### config.mk
export PLATFORM = sky130hd
export DESIGN_NAME = axi_byte_lane_addresser
export DESIGN_NICKNAME = d
export VERILOG_FILES = /design/src/rtl/axi_byte_lane_addresser.sv
export SDC_FILE = /design/constraint.sdc
export NUM_CORES = 1
export LEC_CHECK = 0
export ABC_AREA = 1
export BUFFER_PORTS_ARGS = -buffer_cell sky130_fd_sc_hd__buf_2
export CAP_MARGIN = 20
export CORE_AREA = 3 3 130 132
export DETAILED_ROUTE_END_ITERATION = 7
export DIE_AREA = 0 0 133 135
export MAX_ROUTING_LAYER = met4
export PLACE_DENSITY = 0.53
export SYNTH_ARGS = -nofsm -noshare
export SYNTH_HDL_FRONTEND = slang
export SYNTH_SLANG_ARGS = --single-unit
### constraint.sdc
create_clock -name vclk -period 3.9
set_input_delay 0.585 -clock vclk [all_inputs]
set_output_delay 0.585 -clock vclk [all_outputs]
set_load 0.05 [all_outputs]
### src/rtl/axi_byte_lane_addresser.sv
// Byte address + size onto an AXI data bus: aligned address, strobes, write replication, read extraction.
// Latency 0 (OUTPUT_REG=0) or 1 cycle (OUTPUT_REG=1); no handshake, no backpressure.
module axi_byte_lane_addresser #(
    parameter int ADDR_WIDTH = 32,
    parameter int DATA_WIDTH = 64,
    parameter bit OUTPUT_REG = 1'b0
) (
    input  logic                    aclk,
    input  logic                    areset,
    input  logic [ADDR_WIDTH-1:0]   addr_in,
    input  logic [1:0]              size,
    input  logic [DATA_WIDTH-1:0]   data_in,
    input  logic [DATA_WIDTH-1:0]   wdata_in,
    output logic [ADDR_WIDTH-1:0]   addr_out,
    output logic [DATA_WIDTH/8-1:0] strb,
    output logic [DATA_WIDTH-1:0]   data_out,
    output logic [DATA_WIDTH-1:0]   wdata_out,
    output logic                    err
);
    localparam int N = DATA_WIDTH / 8;
    localparam int L = $clog2(N);
    localparam logic [3:0] N_LANES = 4'(N);

    logic [3:0]            w_lane;
    logic [3:0]            w_bytes;
    logic [3:0]            w_bmask;
    logic                  w_too_big;
    logic                  w_err;
    logic [ADDR_WIDTH-1:0] w_addr;
    logic [N-1:0]          w_strb;
    logic [DATA_WIDTH-1:0] w_shifted;
    logic [DATA_WIDTH-1:0] w_data;
    logic [DATA_WIDTH-1:0] w_wdata;

    always_comb begin
        w_lane          = '0;
        w_lane[L-1:0]   = addr_in[L-1:0];
        w_bytes         = 4'd1 << size;
        w_bmask         = w_bytes - 4'd1;
        w_too_big       = w_bytes > N_LANES;
        w_err           = w_too_big || ((w_lane & w_bmask) != 4'd0);

        w_addr          = addr_in;
        w_addr[L-1:0]   = '0;

        w_shifted       = data_in >> {w_lane, 3'b000};

        w_strb          = '0;
        for (int k = 0; k < N; k++) begin
            w_strb[k] = !w_err && (4'(k) >= w_lane) && (4'(k) < (w_lane + w_bytes));
        end

        w_data          = '0;
        for (int i = 0; i < DATA_WIDTH; i++) begin
            w_data[i] = !w_err && (7'(i) < {w_bytes, 3'b000}) && w_shifted[i];
        end

        // Lane k takes source byte k mod B; oversized accesses pass the value straight through.
        w_wdata         = '0;
        for (int k = 0; k < N; k++) begin
            w_wdata[8*k +: 8] = wdata_in[8*(w_too_big ? k : (k & int'(w_bmask))) +: 8];
        end
    end

    generate
        if (OUTPUT_REG) begin : g_reg
            logic [ADDR_WIDTH-1:0] r_addr;
            logic [N-1:0]          r_strb;
            logic [DATA_WIDTH-1:0] r_data;
            logic [DATA_WIDTH-1:0] r_wdata;
            logic                  r_err;

            always_ff @(posedge aclk or posedge areset) begin
                if (areset) begin
                    r_addr  <= '0;
                    r_strb  <= '0;
                    r_data  <= '0;
                    r_wdata <= '0;
                    r_err   <= 1'b0;
                end else begin
                    r_addr  <= w_addr;
                    r_strb  <= w_strb;
                    r_data  <= w_data;
                    r_wdata <= w_wdata;
                    r_err   <= w_err;
                end
            end

            assign addr_out  = r_addr;
            assign strb      = r_strb;
            assign data_out  = r_data;
            assign wdata_out = r_wdata;
            assign err       = r_err;
        end else begin : g_comb
            logic w_unused_clk_rst;
            assign w_unused_clk_rst = aclk | areset;

            assign addr_out  = w_addr;
            assign strb      = w_strb;
            assign data_out  = w_data;
            assign wdata_out = w_wdata;
            assign err       = w_err;
        end
    endgenerate
endmodule

==> flow_summary.yaml, run 1 <==
setup_path:
  cp_max_fo: 29
  cp.required_ps: 3310
  end_kind: "output pin"
  start_kind: "input pin"
  worst_ep_arrival_time_ps: 2830
  worstSetupPathType: "in -> out"
synthesis:
  netlist_instances: 687
  yosysWarnings: 0
  synthTopCellsByArea: "nand2_1, o21ai_0, buf_4, nor2_1, inv_1"
  ys_seq_area_share_pct: 0
  yosys.area.top_type: "nand2_1"
  synth_top_cell_area_share_pct: 25.0
  synth_cell_types: 41
  synth_area_per_cell_um2: 4.90
  syn_area_mm2: 0.00337
final_layout:
  drive_above_1_share_pct: 36.4
  nClkBuffers: 0
  multi_input_area_mm2: 0.00263
  regArea_um2: 0
  finish.net_count: 1060
  fin_area_mm2: 0.00461
  syn_to_final_growth_pct: 37.0
  seq_cell_count: 0
  fill_cells: 1913
sta:
  rsz0062_at_grt: "false"
  finalHoldViolCount: 0
  worst_slack_ps: 487
  fmax_ghz: 0.293
  relSlewSlack_pct: 60.6
  period_needed_ps: 3410
  setup_viol: 0
  drv_slew: 0
  tightest_slew_ps: 589
  fin_crit_sh_pct: 87.5
route:
  via_per_inst: 4.76
  ant_nets: 0
  route.detailed.drc: 0
  drtIter0Drc: 338
  drt-wirelength-per-cell_um: 16.6
  dr_total_vias: 5270
  routed_wirelength_um: 18400
  dr.pass1.iters: 5
worst_hold_path:
  hold_class: "in -> out"
  holdPathStages: 0
  hp-start: "addr_in[16]"
  hold_end: "addr_out[16]"
power:
  switching_share_pct: 75.6
  vdd_drop_max_v: 0.000303
  total_leakage_power_nw: 2.71
  combPwrFrac_pct: 100.0
  switchingPower_mw: 0.762
  powerDensity_mw_per_mm2: 218
  seqPwrFrac_pct: 0
  p_int_mw: 0.246
  pwr-share-clk_pct: 0
status:
  status: "completed"
place:
  placed_area_mm2: 0.00461
  dp_slack_ps: 471
  finalWeightedCongestion: 0.919
  port_buffers: 270
  hpwl_um: 15000
global_routing:
  grt_max_degree: 34
  grt_use_total_pct: 19.2
  grt_overflow: 0
  grt_pass1_vias: 4780
  antenna_found_initial: 2
  grt_pass1_wl_um: 26800
floorplan:
  die-width_um: 133
  ios: 333
  die-area_mm2: 0.0180
  start_util_pct: 21.3
  core_mm2: 0.0158
  rows: 46
  die_y_um: 135
flow_run:
  drv_cap: 0
clock_tree:
  cts_setup_buffers: 0
  cts_hold_buf: 0
  cts_resized: 0
[metrics by stage]
| stage | hold slack, ps | power, mW | util [%] | cells | setup TNS (ps) |
|---|---|---|---|---|---|
| final | 1170 | 1.01 | 29.1 | 1107 | 0 |
| after global routing | 1170 | 1.08 | 29.1 | 1107 | 0 |
| after CTS | 1170 | 1.01 | 29.1 | 1105 | 0 |
| after detailed placement | 1170 | 1.01 | 29.1 | 1105 | 0 |
| after global placement | 1170 | 1.01 | 29.1 | 1105 | 0 |
| after floorplan | 1340 | 0.808 | - | 689 | -624 |
[cells in the final DEF, fill, tap and decap left out, drive strengths merged]
master / n
nor3: 17
diode: 2
nand3b: 1
nand4: 6
nand2: 230
o221ai: 4
a22oi: 1
nand3: 33
or2: 1
inv: 60
nor2: 80
ha: 5
a31oi: 5
o21a: 7
mux2i: 1
o211ai: 3
and2: 6
clkinv: 1
o21ai: 86
o22ai: 5
buf: 283
conb: 3
nor4: 6
nor3b: 1
a211oi: 5
a21oi: 39
[cells by family after synthesis]
| family | share of synthesized area [%] |
|---|---|
| AND/OR/NAND/NOR | 47.7 |
| buffers and inverters | 22.5 |
| multiplexers | 0.297 |
| adder cells (fa/ha/maj) | 1.86 |
| AO/OA/AOI/OAI | 27.5 |
| other | 0.111 |
[synth_stat cells]
cell,n
a211oi_1,5
a21oi_1,30
a21oi_2,8
a21oi_4,1
a22oi_1,1
a31oi_1,5
and2_1,6
buf_1,2
buf_2,20
buf_4,44
buf_6,3
clkbuf_1,14
clkinv_2,1
conb_1,1
ha_1,5
inv_1,52
inv_2,7
inv_6,1
mux2i_1,1
nand2_1,224
nand2_2,4
nand2_4,2
nand3_1,32
nand3_2,1
nand3b_1,1
nand4_1,6
nor2_1,77
nor2_4,3
nor3_1,17
nor3b_1,1
nor4_1,5
nor4_2,1
o211ai_1,3
o21a_1,7
o21ai_0,76
o21ai_1,1
o21ai_2,8
o21ai_4,1
o221ai_1,4
o22ai_1,5
or2_2,1
[how the worst max path moves through the flow]
stage	startpoint	endpoint	slack [ps]	cells after the start
floorplan	size[1]	data_out[25]	-120	9
global placement	size[1]	data_out[3]	520	9
detailed placement	size[1]	data_out[5]	470	9
CTS	size[1]	data_out[5]	470	9
global route	size[1]	data_out[5]	310	9
finish	size[1]	data_out[5]	490	9
[worst max-delay path: stages]
cell and delay, ps:
buf_2 150, nor2_4 160, inv_6 120, ha_1 390, inv_2 80, a21oi_4 280, nand2_1 410, nor3_1 320
buf_2 310
[layout make-up]
type,instances,share of cell area (%)
Timing Repair Buffer,283,32.0
Antenna cell,2,0.108
Inverter,61,5.10
Multi-Input combinational cell,545,56.9
Tap cell,216,5.86
[per-layer routing]
layer  GRT usage [%]  vias up  part of all wire (%)
met4            6.24        0                   3.7
li1                -     2597                     -
met2            33.6      284                    48
met3            3.43       44                   9.6
met5               -        -                     0
met1            22.2     2345                    38
[power groups by stage]
stage	registers, mW	logic (mW)	clock network (mW)
6_report	0	1.01	0.0000000686
5_1_grt	0	1.08	0.0000000685
4_1_cts	0	1.01	0
3_5_place_dp	0	1.01	0
3_3_place_gp	0	1.01	0
2_1_floorplan	0	0.808	0
Note: power is estimated with default switching activity, not from simulation.
==> run 2, diff against run 1 <==
Settings changed: PLACE_DENSITY 0.53 to default.
==> run 2 against run 1 <==
  * Combinational power is essentially flat
  * Flip-flop and latch count unchanged
  * Worst setup slack improved by 35 ps
  * Critical path type unchanged
  * Final cell count unchanged
  * Non-clock buffer count up 1
  * Total power up 1.3%
  * Count of clock-buffer cells in the layout is the same
  * Global-route usage is 0.72 points higher
  * Wire length is 3.5% higher
  * Sequential share of layout area unchanged
==> flow_summary.yaml, run 2 (same netlist as run 1, synthesis figures left out) <==
global_routing:
  grt_pass1_vias: 4897
  grt_overflow: 0
  grt_max_degree: 47
  grt_pass1_wl_um: 27600
  grt_use_total_pct: 19.9
  antenna_found_initial: 1
place:
  port_buffers: 270
  placed_area_mm2: 0.00466
  hpwl_um: 15500
  finalWeightedCongestion: 0.904
  dp_cells: 1106
final_layout:
  finish.net_count: 1061
  nClkBuffers: 0
  layout_common_cells: "buf_2, nand2_1, nor2_1"
  fin_cells: 1107
  regArea_um2: 0
  seq_cell_count: 0
  drive_above_1_share_pct: 36.5
  fin_area_mm2: 0.00467
  syn_to_final_growth_pct: 38.5
  final_common_cell: "buf_2"
  fill_cells: 1883
clock_tree:
  cts_resized: 0
  cts_hold_buf: 0
  cts_setup_buffers: 0
sta:
  finalHoldViolCount: 0
  fmax_ghz: 0.296
  rsz0062_at_grt: "false"
  setup_viol: 0
  fin_crit_sh_pct: 86.6
  period_needed_ps: 3380
  tightest_slew_ps: 666
  relSlewSlack_pct: 55.5
  tns_ps: 0
  drv_slew: 0
setup_path:
  end_kind: "output pin"
  start_kind: "input pin"
  crit_top_cell: "a21oi_1"
  path_cells: "buf_2 -> inv_2 -> nand2_2 -> buf_4 -> a21oi_1 -> o21ai_0 -> nand4_1 -> a21oi_1 -> buf_12"
  worstPathBufferInverterCount: 4
  crit_slowest_cell: "buf_2"
  worstSetupPathType: "in -> out"
  cpPeakStageDelay_ps: 420
  worst_ep_arrival_time_ps: 2790
  crit_family: "buffers and inverters"
  cp.required_ps: 3310
  cp_max_fo: 22
route:
  drtIter0Drc: 327
  routed_wirelength_um: 19000
  drt-wirelength-per-cell_um: 17.2
  dr_total_vias: 5398
  ant_nets: 0
  dr.pass1.iters: 5
  via_per_inst: 4.88
  route.detailed.drc: 0
floorplan:
  die-width_um: 133
  start_util_pct: 21.3
  core_mm2: 0.0158
  die-area_mm2: 0.0180
  ios: 333
  die_y_um: 135
  rows: 46
power:
  vdd_drop_max_v: 0.000334
  powerDensity_mw_per_mm2: 219
  power_mw: 1.02
  total_leakage_power_nw: 2.73
worst_hold_path:
  hold_class: "in -> out"
flow_run:
  drv_cap: 0
status:
  status: "completed"
-- run 2: changes by cell type in the layout (fill, tap and decap cells not counted) --
cell	delta
buf_12	+3
diode_2	-1
buf_4	+2
buf_2	-4
-- run 2: worst paths after layout --
check / startpoint / to / slack (ps) / cells after the start
max: addr_in[2] / data_out[11] / 520 / 9
min: addr_in[16] / addr_out[16] / 1170 / 0
-- run 2: layout make-up --
cell class	instances	area, um2	area share [%]
multi-input combinational	545	2630	56.3
timing repair buffer	284	1530	32.8
tap	216	270	5.79
inverter	61	235	5.04
antenna	1	2.50	0.0536
-- run 2: per-stage QoR --
step,util (%),hold WS [ps],setup WS [ps]
2_1_floorplan,-,1340,-125
3_3_place_gp,29.5,1170,489
3_5_place_dp,29.5,1170,492
4_1_cts,29.5,1170,493
5_1_grt,29.5,1170,348
6_report,29.5,1170,522
-- run 2: metal layers --
layer | global-route usage (%) | wire length [um] | up-vias
met5 | - | 0 | -
met4 | 6.00 | 673 | 0
met3 | 4.06 | 1830 | 58
met2 | 35.8 | 9420 | 348
met1 | 22.2 | 7120 | 2386
li1 | - | - | 2606
-- run 2: where the power goes --
group / total (mW) / switching, mW / internal (mW)
Clock: 0.0000000343 / 0 / 0.0000000343
Combinational: 1.02 / 0.768 / 0.252
Sequential: 0 / 0 / 0
Total: 1.02 / 0.768 / 0.252
